===== src/rtl/crc_pkg.sv =====
// Shared types and constants for the CRC engine: FSM state encoding and named generator polynomials.
package crc_pkg;

  typedef enum logic [1:0] {
    IDLE  = 2'd0,
    ACCUM = 2'd1,
    DONE  = 2'd2
  } crc_state_t;

  // Generator polynomials without the implicit top term
  localparam logic [15:0] CRC16_CDMA2000 = 16'hC867;
  localparam logic [15:0] CRC16_XMODEM   = 16'h1021;

endpackage


===== src/rtl/crc_step.sv =====
// Combinational CRC update: folds DATA_W data bits, MSB first, into the register in one pass.
module crc_step
  import crc_pkg::*;
#(
  parameter int               CRC_W  = 16,
  parameter int               DATA_W = 8,
  parameter logic [CRC_W-1:0] POLY   = CRC16_CDMA2000
) (
  input  logic [CRC_W-1:0]  cur_reg,
  input  logic [DATA_W-1:0] data,
  output logic [CRC_W-1:0]  next_reg
);

  // Unrolled serial LFSR: each iteration is one bit-time of the classic shift/XOR register
  always_comb begin
    next_reg = cur_reg;
    for (int i = DATA_W - 1; i >= 0; i--) begin
      if (next_reg[CRC_W-1] ^ data[i])
        next_reg = {next_reg[CRC_W-2:0], 1'b0} ^ POLY;
      else
        next_reg = {next_reg[CRC_W-2:0], 1'b0};
    end
  end

endmodule


===== src/rtl/crc_engine.sv =====
// Streaming CRC engine with valid/ready input beats and a held result handshake.
// Optional macro CRC_CHECK_EN adds CHECK_RESIDUE and the CRC_OK residue comparator.
module crc_engine
  import crc_pkg::*;
#(
  parameter int               CRC_W   = 16,
  parameter int               DATA_W  = 8,
  parameter logic [CRC_W-1:0] POLY    = CRC16_CDMA2000,
  parameter logic [CRC_W-1:0] INIT    = 16'hFFFF,
  parameter logic [CRC_W-1:0] XOR_OUT = '0
`ifdef CRC_CHECK_EN
  ,
  parameter logic [CRC_W-1:0] CHECK_RESIDUE = '0
`endif
) (
  input  logic              CLK,
  input  logic              RESET,
  input  logic              CLEAR,
  input  logic              DIN_VALID,
  output logic              DIN_READY,
  input  logic [DATA_W-1:0] DIN_DATA,
  input  logic              DIN_LAST,
  output logic              CRC_VALID,
  input  logic              CRC_READY,
  output logic [CRC_W-1:0]  CRC_DATA
`ifdef CRC_CHECK_EN
  ,
  output logic              CRC_OK
`endif
);

  crc_state_t       state;
  logic [CRC_W-1:0] crc_reg;
  logic [CRC_W-1:0] next_reg;
  logic             beat_accept;

  assign beat_accept = DIN_VALID && DIN_READY;

  crc_step #(
    .CRC_W  (CRC_W),
    .DATA_W (DATA_W),
    .POLY   (POLY)
  ) u_step (
    .cur_reg  (crc_reg),
    .data     (DIN_DATA),
    .next_reg (next_reg)
  );

  // DIN_READY is registered so it stays low through reset and rises on the first edge after it.
  // CLEAR outranks both a simultaneous beat and CRC_READY.
  always_ff @(posedge CLK or posedge RESET) begin
    if (RESET) begin
      state     <= IDLE;
      crc_reg   <= INIT;
      CRC_VALID <= 1'b0;
      CRC_DATA  <= '0;
      DIN_READY <= 1'b0;
    end else if (CLEAR) begin
      state     <= IDLE;
      crc_reg   <= INIT;
      CRC_VALID <= 1'b0;
      CRC_DATA  <= '0;
      DIN_READY <= 1'b1;
    end else begin
      case (state)
        IDLE, ACCUM: begin
          DIN_READY <= 1'b1;
          if (beat_accept) begin
            crc_reg <= next_reg;
            if (DIN_LAST) begin
              state     <= DONE;
              CRC_VALID <= 1'b1;
              CRC_DATA  <= next_reg ^ XOR_OUT;
              DIN_READY <= 1'b0;
            end else begin
              state <= ACCUM;
            end
          end
        end
        DONE: begin
          if (CRC_READY) begin
            state     <= IDLE;
            crc_reg   <= INIT;
            CRC_VALID <= 1'b0;
            CRC_DATA  <= '0;
            DIN_READY <= 1'b1;
          end
        end
        default: begin
          state     <= IDLE;
          crc_reg   <= INIT;
          CRC_VALID <= 1'b0;
          CRC_DATA  <= '0;
          DIN_READY <= 1'b1;
        end
      endcase
    end
  end

`ifdef CRC_CHECK_EN
  assign CRC_OK = CRC_VALID && (CRC_DATA == CHECK_RESIDUE);
`endif

endmodule


===== config.mk =====
export PLATFORM = sky130hd
export DESIGN_NAME = crc_engine
export DESIGN_NICKNAME = d
export VERILOG_FILES = /design/src/rtl/crc_pkg.sv /design/src/rtl/crc_step.sv /design/src/rtl/crc_engine.sv
export SDC_FILE = /design/constraint.sdc
export NUM_CORES = 1
export LEC_CHECK = 0
export ABC_AREA = 1
export BUFFER_PORTS_ARGS = -buffer_cell sky130_fd_sc_hd__buf_2
export CAP_MARGIN = 30
export CORE_MARGIN = 1
export CORE_UTILIZATION = 58
export CTS_CLUSTER_SIZE = 8
export DETAILED_ROUTE_END_ITERATION = 10
export GPL_TIMING_DRIVEN = 0
export PLACE_DENSITY = 0.89
export SYNTH_ARGS = -nofsm -noshare
export SYNTH_HDL_FRONTEND = slang
export SYNTH_HIERARCHICAL = 1
export SYNTH_SLANG_ARGS = --single-unit

===== constraint.sdc =====
create_clock -name CLK -period 2.3 [get_ports CLK]
set_input_delay 0.46 -clock CLK [delete_from_list [all_inputs] [get_ports CLK]]
set_output_delay 0.46 -clock CLK [all_outputs]
set_load 0.01 [all_outputs]

==> results.toml, run 1 <==
[drt]
vias = 2111
first_pass_iters = 6
wire_per_inst_um = 13.65
routed_wl_mm = 5.582
drc = 0
drt_iter0_markers = 121
routed_via_density = 5.161
antenna_left = 0

[place]
portBuffers = 31
place_worst_setup_slack_ns = -0.05722
post-dp-hpwl_mm = 3.747
place_area_mm2 = 0.002605
place_inst = 394
gp_congestion = 0.9093

[clock_network]
clk_pin_slew_ns = 0.08
cts_buffers = 5
hold_buffers = 0
clk_latency_ns = 0.30
cts_tree = "done"
cts-root-buf = "clkbuf_8"
htree_num_levels = 2
cts_max_path_buffers = 2
cts_sinks = 36

[flow_run]
maxCapViolCount = 0

[synth]
synth_seq_area_share_pct = 38.98
yosys_warnings = 6
yosysMostFrequentCell = "nand2_1"
synth_flop_cell = "dfrtp_1"
synth_common_cells = "nand2_1 (139), inv_1 (39), nand3_1 (33)"
synthArstFlopShare_pct = 100.0
syn_area_per_cell_um2 = 7.523
synth.area.top_cells = "nand2_1 (22%), dfrtp_1 (21%), dfstp_2 (18%)"
synth_top_area_share_pct = 22.09
synth_cells = 314
synth_fp_nets = 328
syn-cell-area_mm2 = 0.002362
ys_ff_latch = 36
yosysUniqueCellTypes = 23
yosys.area.top_type = "nand2_1"
synth_edf_count = 0

[setup_path]
critPathMaxStageDelay_ns = 0.56
cp_slowest_cell = "dfstp_2"
crit_top_cell = "nand2_1"
end_kind = "flip-flop"
crit_type = "reg2reg"
reg2reg_setup_slack_ns = 0.007
crit_buf_inv = 2
worstPathCellList = "inv_1 > nand2_2 > nand2_4 > nand2_1 > nand2_2 > nand2_1 > nand2_2 > nand2_1 > nand2_2 > nand2_2 > nand2_4 > nand2_1 > nand2_1 > nand2_1 > nand2_1 > inv_1 > nand2_1 > nand3_1 > nand2_1"
worstPathRequired_ns = 2.53
crit_arrival_ns = 2.52
startpoint_type = "flip-flop"
path_max_fanout = 5
critPathTopFamily = "simple AND/OR/NAND/NOR gates"

[timing]
post-route-min-period_ns = 2.293
skew_ns = 0.01046
drv_slew = 0
period_share_pct = 99.68
hold_viol_final = 0
fin_ws_ns = 0.007383
tightest_slew_ns = 0.5545
setup_violations = 0
max_freq_mhz = 436.2
maxSlewHeadroom_pct = 62.99

[floorplan]
fp-row-count = 22
coreArea_mm2 = 0.003771
io_pins = 32
fp.dieW_um = 65.82
fp.dieArea_mm2 = 0.004332
dieHeight_um = 65.82
initial_core_util_pct = 62.64

[grt]
antenna_found_initial = 0
grtUsageTotal_pct = 26.41
overflow = 0
grt_pass1_wl_mm = 8.418
grt_pass1_vias = 1926
grt_max_degree = 25

[layout]
drive_gt1_share_pct = 33.24
fin_cells = 409
nets = 374
antenna_cells = 0
final_area_mm2 = 0.002809
utilization_pct = 74.49
syn_to_final_growth_pct = 18.91

[hold_path]
min_path_type = "in2async"

[status]
run_status = "finished clean"
routing by layer:
metal / vias up / global-route usage [%] / part of all wire [%]
met5: - / 0 / 0
met4: 0 / 9.511 / 2.7
met3: 18 / 7.586 / 7.8
met2: 97 / 45.03 / 49
met1: 962 / 31.33 / 40
li1: 1034 / - / -
area by class of cell:
cell class / instances / area (um^2)
fillers: 269 / 962.2
well taps: 48 / 60.06
plain buffers: 9 / 70.07
clock inverters: 1 / 5.005
flip-flops and latches: 36 / 920.9
clock buffers: 7 / 76.32
inverters: 44 / 172.7
repair buffers: 39 / 235.2
multi-input cells: 225 / 1269
cell usage in the layout, fill, tap and decap left out, types with 5 or more instances in the layout:
cell      synthesis  layout
clkbuf_8          0       5
nand2_1         139     128
dfstp_2          16      16
nand2_2          11      18
buf_4             0       7
nand3_2           9      12
nand2_4           3       7
inv_1            39      37
buf_2             5      36
xor2_1           12      12
xnor2_1           8       7
nand3_1          33      30
dfrtp_1          20      20
what timing repair did:
| action | CTS | global route |
|---|---|---|
| gates cloned | 0 | 0 |
| endpoints found under the setup margin | 1 | 12 |
| pin swaps | 1 | 9 |
| setup buffers | 0 | 7 |
| resized for setup | 0 | 21 |
kinds of logic (layout without fill, tap and decap cells):
kind of cell	after synthesis	count (layout)	synth area share (%)
xor+xnor	25	25	12.29
buf+inv	53	100	10.28
flops	36	36	38.98
simple gates	199	199	38.24
compound gates	1	1	0.2117
through the flow:
stage / hold slack [ns] / setup TNS, ns
finish: 0.1921 / 0
global route: 0.2422 / -0.6206
CTS: 0.2134 / 0
detailed placement: 0.4534 / -0.08878
global placement: 0.4488 / -0.02923
floorplan: 0.4416 / 0
path summary, 6_finish.rpt:
| check | depth (start not counted) | endpoint | startpoint |
|---|---|---|---|
| max | 19 | crc_reg[12] | crc_reg[15] |
| min | 2 | CRC_DATA[0] | RESET |
| max reg2reg | 19 | crc_reg[12] | crc_reg[15] |
| min reg2reg | 2 | CRC_DATA[11] | CRC_DATA[11] |
| max in group asynchronous | 3 | crc_reg[14] | RESET |
| min in group CLK | 4 | state[0] | DIN_LAST |
Power of run 1 is not shown: default switching activity piles up to over one toggle a cycle in this logic, so the estimate is an artifact.
==> run 2, diff against run 1 <==
Settings changed: CORE_UTILIZATION 58 to 57, SYNTH_HIERARCHICAL 1 to default.
==> results.toml, run 2 <==
[timing]
setup_tns_ns = 0
period_share_pct = 90.87
max_freq_mhz = 478.5
drv_slew = 0
skew_ns = 0.007307
tightest_slew_ns = 0.7215
rsz0062_at_grt = "false"
setup_violations = 0
post-route-min-period_ns = 2.090
maxSlewHeadroom_pct = 51.72
hold_viol_final = 0

[layout]
syn_to_final_growth_pct = 15.81
final_common_cell = "nand2_1"
fin_cells = 346
mostFrequentLayoutCells = "nand2_1 (85), buf_2 (33), inv_1 (32)"
utilization_pct = 71.86
drive_gt1_share_pct = 34.67
antenna_cells = 0
nets = 313

[status]
run_status = "finished clean"

[clock_network]
postCtsSetupBuffers = 0
cts_tree = "done"
cts_sinks = 36
cts_buffers = 5
cts-root-buf = "clkbuf_8"
clk_pin_slew_ns = 0.08
htree_num_levels = 2
ctsResizeCount = 0
hold_buffers = 0
cts_max_path_buffers = 2
clk_latency_ns = 0.29

[grt]
use_met1_pct = 32.82
grt_pass1_vias = 1748
grt_pass1_wl_mm = 7.914
grtUsageTotal_pct = 25.80
met2_usage_pct = 42.55
overflow = 0
antenna_found_initial = 0
gr-usage-met3_pct = 5.797
grt_max_degree = 21
gr-max-usage-layer = "met2"

[setup_path]
crit_arrival_ns = 2.30
worstPathRequired_ns = 2.51
reg2reg_setup_slack_ns = 0.21
startpoint_type = "flip-flop"
critPathTopFamily = "simple AND/OR/NAND/NOR gates"
crit_buf_inv = 3
worstPathCellList = "nor2_1 > inv_1 > nor2_1 > clkinv_1 > o22ai_1 > inv_1"
cp-startpoint = "state[1]"
cp_slowest_cell = "nor2_1"
path_max_fanout = 9
end_kind = "flip-flop"
crit_type = "reg2reg"
r2r-start = "state[1]"
critPathMaxStageDelay_ns = 0.57

[power_and_ir_drop]
total_leakage_power_uw = 0.001322
power_density_mw_per_mm2 = 1642
ir_drop_mv = 1.000

[synth]
synth_top_family_by_area = "simple AND/OR/NAND/NOR gates"
synth_seq_area_share_pct = 42.79
synth_fp_nets = 274
yosys.area_share.simple_pct = 30.87
syn_area_per_cell_um2 = 8.277
synth_cells = 260
syn-cell-area_mm2 = 0.002152
yosysMostFrequentCell = "nand2_1"
synthArstFlopShare_pct = 100.0
synth_top_area_share_pct = 23.26
yosys_warnings = 0
synth_edf_count = 0
synth-compound-area-share_pct = 7.442
synth_flop_cell = "dfrtp_1"
synthMuxAreaShare_pct = 0
ys_ff_latch = 36
yosysUniqueCellTypes = 30
synth-adder-area-share_pct = 0
synth-xor-area-share_pct = 11.16
synth_common_cells = "nand2_1 (85), inv_1 (32), dfrtp_1 (20)"
synth.area.top_cells = "dfrtp_1 (23%), dfstp_2 (20%), nand2_1 (15%)"
yosys.area.top_type = "dfrtp_1"

[floorplan]
io_pins = 32
initial_core_util_pct = 62.05
fp.dieW_um = 63.45
dieHeight_um = 63.45
fp-row-count = 21
fp.dieArea_mm2 = 0.004025
coreArea_mm2 = 0.003468

[drt]
wire_per_inst_um = 13.54
vias = 1767
first_pass_iters = 5
drc = 0
routed_via_density = 5.107
drt_iter0_markers = 132
routed_wl_mm = 4.685
antenna_left = 0

[place]
post-dp-hpwl_mm = 3.529
gp_congestion = 0.9184
place_inst = 338
portBuffers = 31

[hold_path]
min_path_type = "in2async"

[flow_run]
maxCapViolCount = 0
-- run 2: changes by cell type after synthesis, moves of 4 or more --
cell / before / now
xnor2_1: 8 / 0
nand2_2: 11 / 17
buf_6: 4 / 0
o22ai_1: 0 / 8
nand2_4: 3 / 7
o21ai_0: 0 / 10
inv_1: 39 / 32
nand2_1: 139 / 85
nand3_1: 33 / 13
nand3_2: 9 / 3
inv_2: 2 / 6
-- run 2: power by group --
group | switching (uW) | internal (uW) | leakage, uW
sequential | 134 | 925 | 0.000429
clock | 223 | 274 | 0.0000515
combinational | 1650 | 884 | 0.000841
total | 2010 | 2080 | 0.00132
-- run 2: worst register-to-register path, stage by stage, from the launching register on --
cell	delay, ns
dfrtp_1	0.38
nor2_1	0.13
inv_1	0.11
nor2_1	0.57
clkinv_1	0.49
o22ai_1	0.27
inv_1	0.06
-- run 2: cell families after synthesis --
group	Yosys count
AOI/OAI and AO/OA	26
buffers and inverters	43
DFF	36
and+or+nand+nor	134
xor gates and xnor gates	21
-- run 2: path summary, 6_finish.rpt --
check / end / depth (start not counted)
max: crc_reg[0] / 6
min: CRC_DATA[14] / 2
max reg2reg: crc_reg[0] / 6
min reg2reg: CRC_DATA[13] / 2
max in group asynchronous: crc_reg[13] / 3
min in group CLK: state[1] / 4
-- run 2: layout make-up --
cell class              count  area, um^2
plain buffers               3       13.76
clock buffers               8       100.1
fillers                   270       975.9
inverters                  40       152.6
multi-input cells         181        1065
flip-flops and latches     36       920.9
well taps                  46       57.56
repair buffers             32       182.7
-- run 2: metal layers --
layer	vias to the layer above	share of wire (%)
li1	872	-
met1	823	43
met2	61	48
met3	11	6.1
met4	0	1.9
met5	-	0
-- run 2: per-stage QoR --
stage | setup slack (ns) | area (um^2) | hold slack (ns) | total power, uW
floorplan | 0.5795 | 2152 | 0.4639 | 3022
finish | 0.2100 | 2492 | 0.2804 | 4093
global placement | 0.1563 | 2365 | 0.4622 | 3492
detailed placement | 0.07909 | 2392 | 0.4636 | 3561
global route | 0.03188 | 2492 | 0.3450 | 4403
CTS | 0.2507 | 2492 | 0.2987 | 4076
No activity file was read; power rests on OpenSTA's default activity.
